File: src/rtl/sreg_file_pkg.sv
// Shared encodings for the special-register bank and its write decoder.
package sreg_file_pkg;

  localparam int SREG_WIDTH = 16;
  localparam int NUM_SREGS  = 8;

  // Read-select indices.
  localparam logic [3:0] RIDX_RCOL     = 4'd1;
  localparam logic [3:0] RIDX_RROW     = 4'd2;
  localparam logic [3:0] RIDX_RI       = 4'd3;
  localparam logic [3:0] RIDX_RJ       = 4'd4;
  localparam logic [3:0] RIDX_RTOTAL   = 4'd5;
  localparam logic [3:0] RIDX_RADDRESS = 4'd6;
  localparam logic [3:0] RIDX_RBND     = 4'd7;
  localparam logic [3:0] RIDX_RCOLTEMP = 4'd8;

  // One-hot write / increment bit positions.
  localparam int BIT_RCOL     = 7;
  localparam int BIT_RROW     = 6;
  localparam int BIT_RI       = 5;
  localparam int BIT_RJ       = 4;
  localparam int BIT_RTOTAL   = 3;
  localparam int BIT_RADDRESS = 2;
  localparam int BIT_RBND     = 1;
  localparam int BIT_RCOLTEMP = 0;

  // Index 1..8 maps onto bit 7..0; callers must range-check the index first.
  function automatic logic [2:0] idx_to_bit(input logic [3:0] idx);
    logic [3:0] t;
    t = 4'd8 - idx;
    return t[2:0];
  endfunction

  // True for a legal read-select index.
  function automatic logic idx_valid(input logic [3:0] idx);
    return (idx >= RIDX_RCOL) && (idx <= RIDX_RCOLTEMP);
  endfunction

endpackage

File: src/rtl/sreg_cell.sv
// One special register: load beats increment, increment wraps modulo 2^WIDTH.
module sreg_cell #(
  parameter int WIDTH = 16
) (
  input  logic             clk,
  input  logic             rstn,
  input  logic             ld,
  input  logic             inc,
  input  logic [WIDTH-1:0] d,
  output logic [WIDTH-1:0] q
);

  // Register update with write-over-increment priority.
  always_ff @(posedge clk or negedge rstn) begin
    if (!rstn)    q <= '0;
    else if (ld)  q <= d;
    else if (inc) q <= q + WIDTH'(1);
  end

endmodule

File: src/rtl/sreg_file.sv
// Special-register bank: one-hot writes, per-register increments,
// registered read port and loop-bound compare flags.
module sreg_file
  import sreg_file_pkg::*;
#(
  parameter int WIDTH = SREG_WIDTH
) (
  input  logic             clk,
  input  logic             rstn,
  input  logic [7:0]       sreg_wr_ctrl_signals,
  input  logic [WIDTH-1:0] wr_data,
  input  logic [7:0]       inc_ctrl,
  input  logic             rd_en,
  input  logic [3:0]       rd_sel,
  output logic [WIDTH-1:0] rd_data,
  output logic             rd_valid,
  output logic             rd_err,
  output logic             wr_err,
  output logic             i_done,
  output logic             j_done
);

  localparam int RD_STAGES = 1;

  logic [NUM_SREGS-1:0][WIDTH-1:0] regs;
  logic [NUM_SREGS-1:0]            ld_vec;
  logic                            multi_wr;
  logic                            rd_hit;
  logic [2:0]                      rd_bit;
  logic [WIDTH-1:0]                rd_mux;
  logic [RD_STAGES:0]              vld_pipe;

  // More than one bit set: clearing the lowest set bit leaves something.
  assign multi_wr = |(sreg_wr_ctrl_signals & (sreg_wr_ctrl_signals - 8'd1));
  assign ld_vec   = multi_wr ? '0 : sreg_wr_ctrl_signals;

  for (genvar k = 0; k < NUM_SREGS; k++) begin : g_cell
    sreg_cell #(.WIDTH(WIDTH)) u_cell (
      .clk  (clk),
      .rstn (rstn),
      .ld   (ld_vec[k]),
      .inc  (inc_ctrl[k]),
      .d    (wr_data),
      .q    (regs[k])
    );
  end

  // Read mux: illegal selects return zero and flag an error.
  always_comb begin
    rd_hit = idx_valid(rd_sel);
    rd_bit = idx_to_bit(rd_sel);
    rd_mux = rd_hit ? regs[rd_bit] : '0;
  end

  assign vld_pipe[0] = rd_en;

  // Read valid pipeline.
  always_ff @(posedge clk or negedge rstn) begin
    if (!rstn) vld_pipe[RD_STAGES:1] <= '0;
    else       vld_pipe[RD_STAGES:1] <= vld_pipe[RD_STAGES-1:0];
  end

  // Read data holds between requests; error pulses last one cycle.
  always_ff @(posedge clk or negedge rstn) begin
    if (!rstn) begin
      rd_data <= '0;
      rd_err  <= 1'b0;
      wr_err  <= 1'b0;
    end else begin
      if (rd_en) rd_data <= rd_mux;
      rd_err <= rd_en & ~rd_hit;
      wr_err <= multi_wr;
    end
  end

  assign rd_valid = vld_pipe[RD_STAGES];
  assign i_done   = (regs[BIT_RI] == regs[BIT_RROW]);
  assign j_done   = (regs[BIT_RJ] == regs[BIT_RCOL]);

endmodule
File: config.mk
export PLATFORM = sky130hd
export DESIGN_NAME = sreg_file
export DESIGN_NICKNAME = d
export VERILOG_FILES = /design/src/rtl/sreg_file_pkg.sv /design/src/rtl/sreg_cell.sv /design/src/rtl/sreg_file.sv
export SDC_FILE = /design/constraint.sdc
export NUM_CORES = 1
export LEC_CHECK = 0
export ABC_AREA = 1
export BUFFER_PORTS_ARGS = -buffer_cell sky130_fd_sc_hd__clkbuf_2
export CORE_ASPECT_RATIO = 1.25
export CORE_MARGIN = 1.5
export CORE_UTILIZATION = 30
export CTS_CLUSTER_DIAMETER = 50
export CTS_CLUSTER_SIZE = 30
export DETAILED_ROUTE_END_ITERATION = 7
export PLACE_DENSITY = 0.48
export SETUP_SLACK_MARGIN = 0.02
export SLEW_MARGIN = 20
export SYNTH_ARGS = -nofsm -noshare
export SYNTH_HDL_FRONTEND = slang
export SYNTH_SLANG_ARGS = --single-unit
File: constraint.sdc
create_clock -name clk -period 2.3 [get_ports clk]
set_input_delay 0.115 -clock clk [delete_from_list [all_inputs] [get_ports clk]]
set_output_delay 0.115 -clock clk [all_outputs]
set_load 0.005 [all_outputs]
Word level (Yosys, flattened, before mapping)
Index checks and enable logic that the tools add are counted.
- register bits: 147
- input bits: 39
- output and inout port bits: 21
- logic and storage cells: 60
- add/sub/neg operators: 10
- $lt $le $gt $ge: 3
- eq/ne operators: 2
- muxes and demuxes: 20
- bitwise gates (word level): 3
- reductions and logical operators: 10
- operators by type and width (kind ; count):
    $mux W16 ; 18
    $add A16 B1 Y16 const B ; 8
    $bmux W16 S3 ; 1
    $eq A16 B16 Y1 ; 2
    $reduce_bool A2 Y1 ; 8
    $and A8 B8 Y8 ; 1
    $mux W8 ; 1
    $reduce_or A8 Y1 ; 1
    $sub A8 B1 Y8 const B ; 1
    $ge A4 B1 Y1 const B ; 1
    $le A4 B4 Y1 const B ; 1
    $lt A3 B4 Y1 const B ; 1
    $sub A1 B3 Y3 const A ; 1
    $and A1 B1 Y1 ; 1
    $logic_and A1 B1 Y1 ; 1
    $not A1 Y1 ; 1

Depth between registers and ports, before layout
Gate-level depths: netlist (run 1).
- depth in word-level cells: 5
- gate-level depth with buffers: 13
- gate-level depth less buffers: 9

Cells and area by module
Synthesis (run 1) repeated with hierarchy kept, for this count alone.
- cells, all modules: 1656
- area, all modules: 11004.3 um2
- modules (own cells, without submodules) (module ; instances ; cells an instance ; area an instance (um2) ; seq. area each (um2)):
    sreg_cell ; 8 ; 141 ; 1034.7 ; 400.4
    sreg_file ; 1 ; 528 ; 2726.4 ; 475.5

Worst setup path after synthesis (run 1)
OpenSTA, ideal clock, no wires.
- path kind: input -> register
- from: in rd_sel[0]
- to: reg rd_data[10]
- library setup time: 0.066 ns
- data arrival time: 1.942 ns
- required time: 2.234 ns
- slack: 0.293 ns
- stages on the path: 13
- buffers on the path: 4
- path through: buf_2 inv_1 buf_2 buf_1 ha_1 inv_1 nor2_1 o21ai_0 o21a_1 nor2_1 buf_2 nand3_1 nand2_1
- word-level cells in the longest chain between the ends: 4
- elaborated cells on any way between the ends: 7
- those cells by class: 1 x add/sub; 2 x order compare; 3 x mux; 1 x reduce/logical
- ends and longest elaborated chain (item ; RTL line ; source):
    start, declared ; sreg_file.sv:14 ; input logic [3:0] rd_sel,
    $sub A1 B3 Y3 ; sreg_file_pkg.sv:30 ; t = 4'd8 - idx;
    $bmux W16 S3 ; sreg_file.sv:52 ; rd_mux = rd_hit ? regs[rd_bit] : '0;
    $mux W16 (implied by the code) ; sreg_file.sv:52 ;
    $mux W16 (*) ; sreg_file.sv:52 ;
    end signal, assigned ; sreg_file.sv:70 ; if (rd_en) rd_data <= rd_mux;
    end, declared ; sreg_file.sv:15 ; output logic [WIDTH-1:0] rd_data,
Every way passes the cells marked *; elsewhere a longest branch is shown, timed or not. The select of a mux whose other input is x is not followed.
A chain may end at the register's enable or synchronous reset.

Final worst setup path (run 1)
- from: reg g_cell[7].u_cell.q[7]
- to: out j_done
- word-level cells in the longest chain between the ends: 1
- ends and longest elaborated chain (item ; RTL line ; source):
    start, declared ; sreg_cell.sv:10 ; output logic [WIDTH-1:0] q
    start signal, assigned ; sreg_cell.sv:17 ; else if (inc) q <= q + WIDTH'(1);
    $eq A16 B16 Y1 ; sreg_file.sv:78 ; assign j_done = (regs[BIT_RJ] == regs[BIT_RCOL]);
    end, declared ; sreg_file.sv:20 ; output logic j_done
No other way between the ends.

==> impl_metrics.ini, run 1 <==
[drt]
drt-total-wl_um = 45300
ant_nets = 0
vias = 12000
dr.first_iter.drc_count = 1138
routed_via_density = 5.36
routedWlPerCell_um = 20.2
first_pass_iters = 5
route.detailed.drc = 0

[power_and_ir_drop]
internal_power_mw = 6.48
p_seq_frac = 0.427
ir_worst_vdd_mv = 0.549
power_frac_comb = 0.292
power.static_leakage_nw = 5.48
pwr-share-clk = 0.280
power_density_nw_per_um2 = 866
switching_share = 0.407
p_sw_mw = 4.46

[critical_path]
arrival_ps = 1870
critical_path.endpoint = j_done
path_max_fanout = 6
cp-start-kind = flip-flop
cp_top_family = simple AND/OR/NAND/NOR gates
path_depth = 6
cp-startpoint = g_cell[7].u_cell.q[7]$_DFFE_PN0P_
path_buf_inv = 1
reg2reg_depth = 7
slowest_stage = dfrtp_1
r2r-start = g_cell[4].u_cell.q[0]$_DFFE_PN0P_
r2r_slack_ps = 570
path_cells = xnor2_1, nand3_1, nor3_1, nand2_1, nor2_1, clkbuf_2
critPathRequiredTime_ps = 2180
critPathMaxStageDelay_ps = 490
cp-end-kind = output pin
r2r-end = g_cell[4].u_cell.q[8]$_DFFE_PN0P_
critPathKind = reg2out

[clock_network]
cts_setup_buffers = 0
clk_pin_slew_ps = 70
htree_levels = 4
clock-sinks = 147
cts_tree = built
cts_hold_buf = 2
cts_buffer_depth = 2
insertion_delay_ps = 460
cts-resized-gates = 0
cts_root_buf = clkbuf_16
numCtsBuffers = 17

[floorplan]
fp.dieW_um = 178
rows = 79
coreArea_sq_um = 37400
die_h_um = 221
dieArea_sq_um = 39300
start_util = 0.306
num_io_pins = 60

[sta]
drv_slew = 0
final.setup.tns_ps = 0
fin_crit_sh = 0.865
finalHoldViolations = 0
hold_slack_ps = 102
rsz0062_at_grt = false
final-setup-viol-count = 0
max_freq_mhz = 503
period_minus_slack_ps = 1990
worstMarginPinSlew_ps = 757
clock_skew_ps = 10.4
maxSlewHeadroom = 0.495

[synthesis]
yosys.area.top_type = dfrtp_1
synth.top_cell.area_share = 0.322
ys_top_cells_by_area = dfrtp_1, nand3_1, nand2_1
postSynthAreaPerCell_sq_um = 6.50
syn_inst = 1759
ys_seq_elements = 147
synth.distinct_cells = 32
syn_area_sq_um = 11400
syn_nets = 1808
yosysSeqAreaShare = 0.322
yosys_warnings = 0

[finish]
antenna_cells = 0
drive_gt1_frac = 0.0748
final-seq-area_sq_um = 3680
fill_cells = 4177
nets = 1788
layout_common_cells = nand2_1, nand3_1, nor2_1
synthToLayoutAreaGrowth_pct = 10.5
layout_commonest_cell = nand2_1
multi_input_area_sq_um = 6760

[status]
status = completed

[placed_design]
gp_routability_congestion = 0.892
io_buffers = 59
dpl.hpwl_um = 31800

[grt]
grt_antenna_before_repair = 0
grt-ovfl-total = 0
grt_pass1_vias = 11200
grtUsageTotal = 0.233
grt_max_degree = 66
grt_pass1_wl_um = 68300

[worst_hold_path]
hold_path_class = in2reg

[job]
max-cap-violations = 0
-- flip-flops by register name, indices dropped and copies added (netlist names) --
| signal | count |
|---|---|
| g_cell.u_cell.q | 128 |
| rd_data | 16 |
| rd_err | 1 |
| rd_valid | 1 |
| wr_err | 1 |
-- power by group through the flow --
stage,combinational (mW),sequential (mW),clock (mW)
after global placement,3.15,4.69,0
after CTS,3.21,4.65,3.12
final,3.20,4.68,3.07
after global routing,3.63,4.78,3.23
after floorplan,2.66,3.93,0
after detailed placement,3.20,4.69,0
-- tightest hold or removal path, cell delays in order --
cell	delay, ps
clkbuf_2	200
nand3_1	130
nand3_1	60
-- worst min-delay path by stage --
stage | from | end | slack [ps] | cells past startpoint
floorplan | rstn | g_cell[0].u_cell.q[0]$_DFFE_PN0P_ | -180 | 0
global placement | rstn | g_cell[3].u_cell.q[5]$_DFFE_PN0P_ | 110 | 1
detailed placement | rstn | g_cell[3].u_cell.q[5]$_DFFE_PN0P_ | 110 | 1
CTS | inc_ctrl[1] | g_cell[1].u_cell.q[15]$_DFFE_PN0P_ | 90 | 3
global route | inc_ctrl[6] | g_cell[6].u_cell.q[5]$_DFFE_PN0P_ | 120 | 3
finish | inc_ctrl[1] | g_cell[1].u_cell.q[13]$_DFFE_PN0P_ | 100 | 3
-- synthesized netlist by cell type --
cell type / number
or2_2: 3
nor2_2: 2
buf_2: 18
dfrtp_1: 147
o21ai_1: 2
nand4_1: 56
ha_1: 10
buf_1: 8
nand3_1: 394
clkbuf_1: 86
inv_1: 114
and2_1: 4
buf_4: 1
nand3b_1: 8
buf_6: 8
nor2_4: 8
nor2_8: 1
clkinv_1: 4
xor2_1: 46
nand2_2: 4
o21a_1: 1
nand2_1: 446
xnor2_1: 38
o21ai_0: 76
nor2_1: 198
o21bai_1: 5
or2_0: 1
clkinv_2: 1
o221ai_1: 30
a21oi_1: 29
nor3_1: 9
nand3_4: 1
-- layer usage --
metal / vias to the layer above / track usage / share of wire
li1: 5778 / - / -
met1: 5821 / 0.289 / 0.42
met2: 324 / 0.403 / 0.50
met3: 78 / 0.0258 / 0.037
met4: 0 / 0.103 / 0.039
met5: - / 0 / 0
-- final cells by class --
| class | count | area share |
|---|---|---|
| Tap cell | 486 | 0.0482 |
| Multi-Input combinational cell | 1372 | 0.536 |
| Sequential cell | 147 | 0.291 |
| Clock buffer | 24 | 0.0397 |
| Clock inverter | 8 | 0.00971 |
| Inverter | 119 | 0.0355 |
| Timing Repair Buffer | 82 | 0.0399 |
-- logic make-up after synthesis --
group | after synthesis | share of synthesized area
DFF | 147 | 0.322
and+or+nand+nor | 1135 | 0.443
adders and majority gates | 10 | 0.0109
xor gates and xnor gates | 84 | 0.0644
buffers and inverters | 240 | 0.0865
AOI/OAI and AO/OA | 143 | 0.0738
-- per-stage QoR --
step                 util  setup WS (ps)  total power, mW  instances  area, sq um
detailed placement  0.321            502             7.89       2204        12000
CTS                 0.338            286             11.0       2238        12600
global placement    0.321            496             7.84       2204        12000
floorplan               -            293             6.60       1759        11400
global route        0.338            196             11.6       2238        12600
finish              0.338            311             10.9       2238        12600
Note: power is estimated with default switching activity, not from simulation.
==> run 2, diff against run 1 <==
--- a/config.mk
+++ b/config.mk
@@ -7,13 +7,14 @@
 export LEC_CHECK = 0
 export ABC_AREA = 1
 export BUFFER_PORTS_ARGS = -buffer_cell sky130_fd_sc_hd__clkbuf_2
+export CAP_MARGIN = 20
 export CORE_ASPECT_RATIO = 1.25
 export CORE_MARGIN = 1.5
-export CORE_UTILIZATION = 30
+export CORE_UTILIZATION = 40
 export CTS_CLUSTER_DIAMETER = 50
 export CTS_CLUSTER_SIZE = 30
 export DETAILED_ROUTE_END_ITERATION = 7
-export PLACE_DENSITY = 0.48
+export PLACE_DENSITY = 0.59
 export SETUP_SLACK_MARGIN = 0.02
 export SLEW_MARGIN = 20
 export SYNTH_ARGS = -nofsm -noshare
==> run 2 against run 1 <==
Effect of this change: global-route usage grew 5.9 points; sequential cell count is the same; combinational power shrank 2%; sequential share of layout area grew 0.41 points; fmax grew 1.0%; first-iteration DRC count shrank 6.8%; clock-buffer cell count shrank 3; non-clock buffer count shrank 2; critical endpoint unchanged; total power shrank 0.85%; hold slack gained 8.0 ps.
==> impl_metrics.ini, run 2 (same netlist as run 1, synthesis figures left out) <==
[floorplan]
num_io_pins = 60
start_util = 0.405
coreArea_sq_um = 28200
rows = 69
dieArea_sq_um = 29600
die_h_um = 192
fp.dieW_um = 154

[clock_network]
clock-sinks = 147
cts_buffer_depth = 2
cts_setup_buffers = 0
clk_pin_slew_ps = 70
cts_root_buf = clkbuf_16
htree_levels = 4
numCtsBuffers = 17
insertion_delay_ps = 440
cts_tree = built

[drt]
drt-total-wl_um = 42200
first_pass_iters = 5
ant_nets = 0
dr.first_iter.drc_count = 1061
route.detailed.drc = 0
routed_via_density = 5.70
vias = 12000
routedWlPerCell_um = 20.1

[grt]
grt-ovfl-total = 0
use_met2 = 0.500
grt_pass1_vias = 11200
grt_use_met1 = 0.364
grt_max_degree = 69
grt_antenna_before_repair = 0
grt.busiest_layer = met2
grt_pass1_wl_um = 65100
grtUsageTotal = 0.292
use_met3 = 0.0451

[power_and_ir_drop]
switching_share = 0.403
p_seq_frac = 0.431
power.static_leakage_nw = 5.47
p_sw_mw = 4.37
power_frac_comb = 0.289
internal_power_mw = 6.48
power_density_nw_per_um2 = 871
pwr-share-clk = 0.280
ir_worst_vdd_mv = 0.443

[critical_path]
critPathRequiredTime_ps = 2180
r2r_slack_ps = 590
reg2reg_depth = 8
path_max_fanout = 6
r2r-end = g_cell[7].u_cell.q[14]$_DFFE_PN0P_
r2r-start = g_cell[7].u_cell.q[0]$_DFFE_PN0P_
critPathMaxStageDelay_ps = 530
cp-start-kind = flip-flop
cp_common_cell = nand2_1
slowest_stage = dfrtp_1
cp-end-kind = output pin
path_cells = inv_1, nand2_1, nand4_1, nor3_1, nand2_1, nor2_1, clkbuf_2
arrival_ps = 1850
critPathKind = reg2out

[finish]
antenna_cells = 0
fill_cells = 2957
reg_top3 = g_cell.u_cell.q: 128 flops, rd_data: 16 flops
largest_register = g_cell.u_cell.q
drive_gt1_frac = 0.0727
layout_commonest_cell = nand2_1
design_area_sq_um = 12500
nets = 1786
fin_util = 0.441
synthToLayoutAreaGrowth_pct = 8.93
layout_common_cells = nand2_1, nand3_1, nor2_1
largest_reg_flops = 128
finalNonFillerCells = 2103

[worst_hold_path]
whs_path_depth = 3
min_to = g_cell[3].u_cell.q[15]$_DFFE_PN0P_
hold_start = inc_ctrl[3]
hold_path_class = in2reg

[placed_design]
place_inst = 2071
io_buffers = 59
place_area_sq_um = 11800
dpl.hpwl_um = 29300
gp_routability_congestion = 0.935

[job]
max-cap-violations = 0

[sta]
max_freq_mhz = 508
clock_skew_ps = 10.9
rsz0062_at_grt = false
final-setup-viol-count = 0
hold_slack_ps = 110
final.setup.tns_ps = 0
finalHoldViolations = 0
fin_crit_sh = 0.856
maxSlewHeadroom = 0.523
drv_slew = 0
worstMarginPinSlew_ps = 715
period_minus_slack_ps = 1970

[status]
status = completed
==> run 2: what timing repair did <==
action | 4_1_cts | 5_1_grt
resized for setup | 0 | 0
endpoints found under the hold margin | 66 | 0
hold buffers | 2 | 0
==> run 2: metrics by stage <==
stage                     worst slack, ps  power [mW]
final                                 331        10.8
after global routing                  207        11.5
after detailed placement              491        7.78
after CTS                             310        10.8
after global placement                460        7.71
after floorplan                       293        6.60
==> run 2: layout make-up <==
type | instances | area (sq um) | area share
Clock buffer | 21 | 460 | 0.0370
Clock inverter | 9 | 155 | 0.0125
Inverter | 119 | 448 | 0.0360
Multi-Input combinational cell | 1372 | 6760 | 0.543
Sequential cell | 147 | 3680 | 0.295
Tap cell | 355 | 444 | 0.0357
Timing Repair Buffer | 80 | 502 | 0.0403
==> run 2: metal layers <==
metal / share of wire / vias up
met1: 0.41 / 5719
met3: 0.062 / 81
met5: 0 / -
met4: 0.039 / 0
li1: - / 5784
met2: 0.49 / 405
==> run 2: power groups by stage <==
stage	registers (mW)	clock network [mW]	logic (mW)
finish	4.67	3.04	3.14
global route	4.77	3.17	3.59
CTS	4.62	3.08	3.14
detailed placement	4.66	0	3.12
global placement	4.66	0	3.05
floorplan	3.93	0	2.66
==> run 2: how the worst max path moves through the flow <==
stage	slack [ps]	cells past startpoint	endpoint	startpoint
2_1_floorplan	290	13	rd_data[10]$_DFFE_PN0P_	rd_sel[0]
3_3_place_gp	460	9	rd_data[0]$_DFFE_PN0P_	rd_sel[0]
3_5_place_dp	490	9	rd_data[0]$_DFFE_PN0P_	rd_sel[0]
4_1_cts	310	7	j_done	g_cell[4].u_cell.q[8]$_DFFE_PN0P_
5_1_grt	210	7	j_done	g_cell[4].u_cell.q[9]$_DFFE_PN0P_
6_report	330	7	j_done	g_cell[4].u_cell.q[9]$_DFFE_PN0P_
==> run 2: critical path: cells and delay by family (launching register included) <==
| family | cells | cell delay (ps) |
|---|---|---|
| buf+inv | 2 | 270 |
| flops | 1 | 530 |
| simple gates | 5 | 630 |
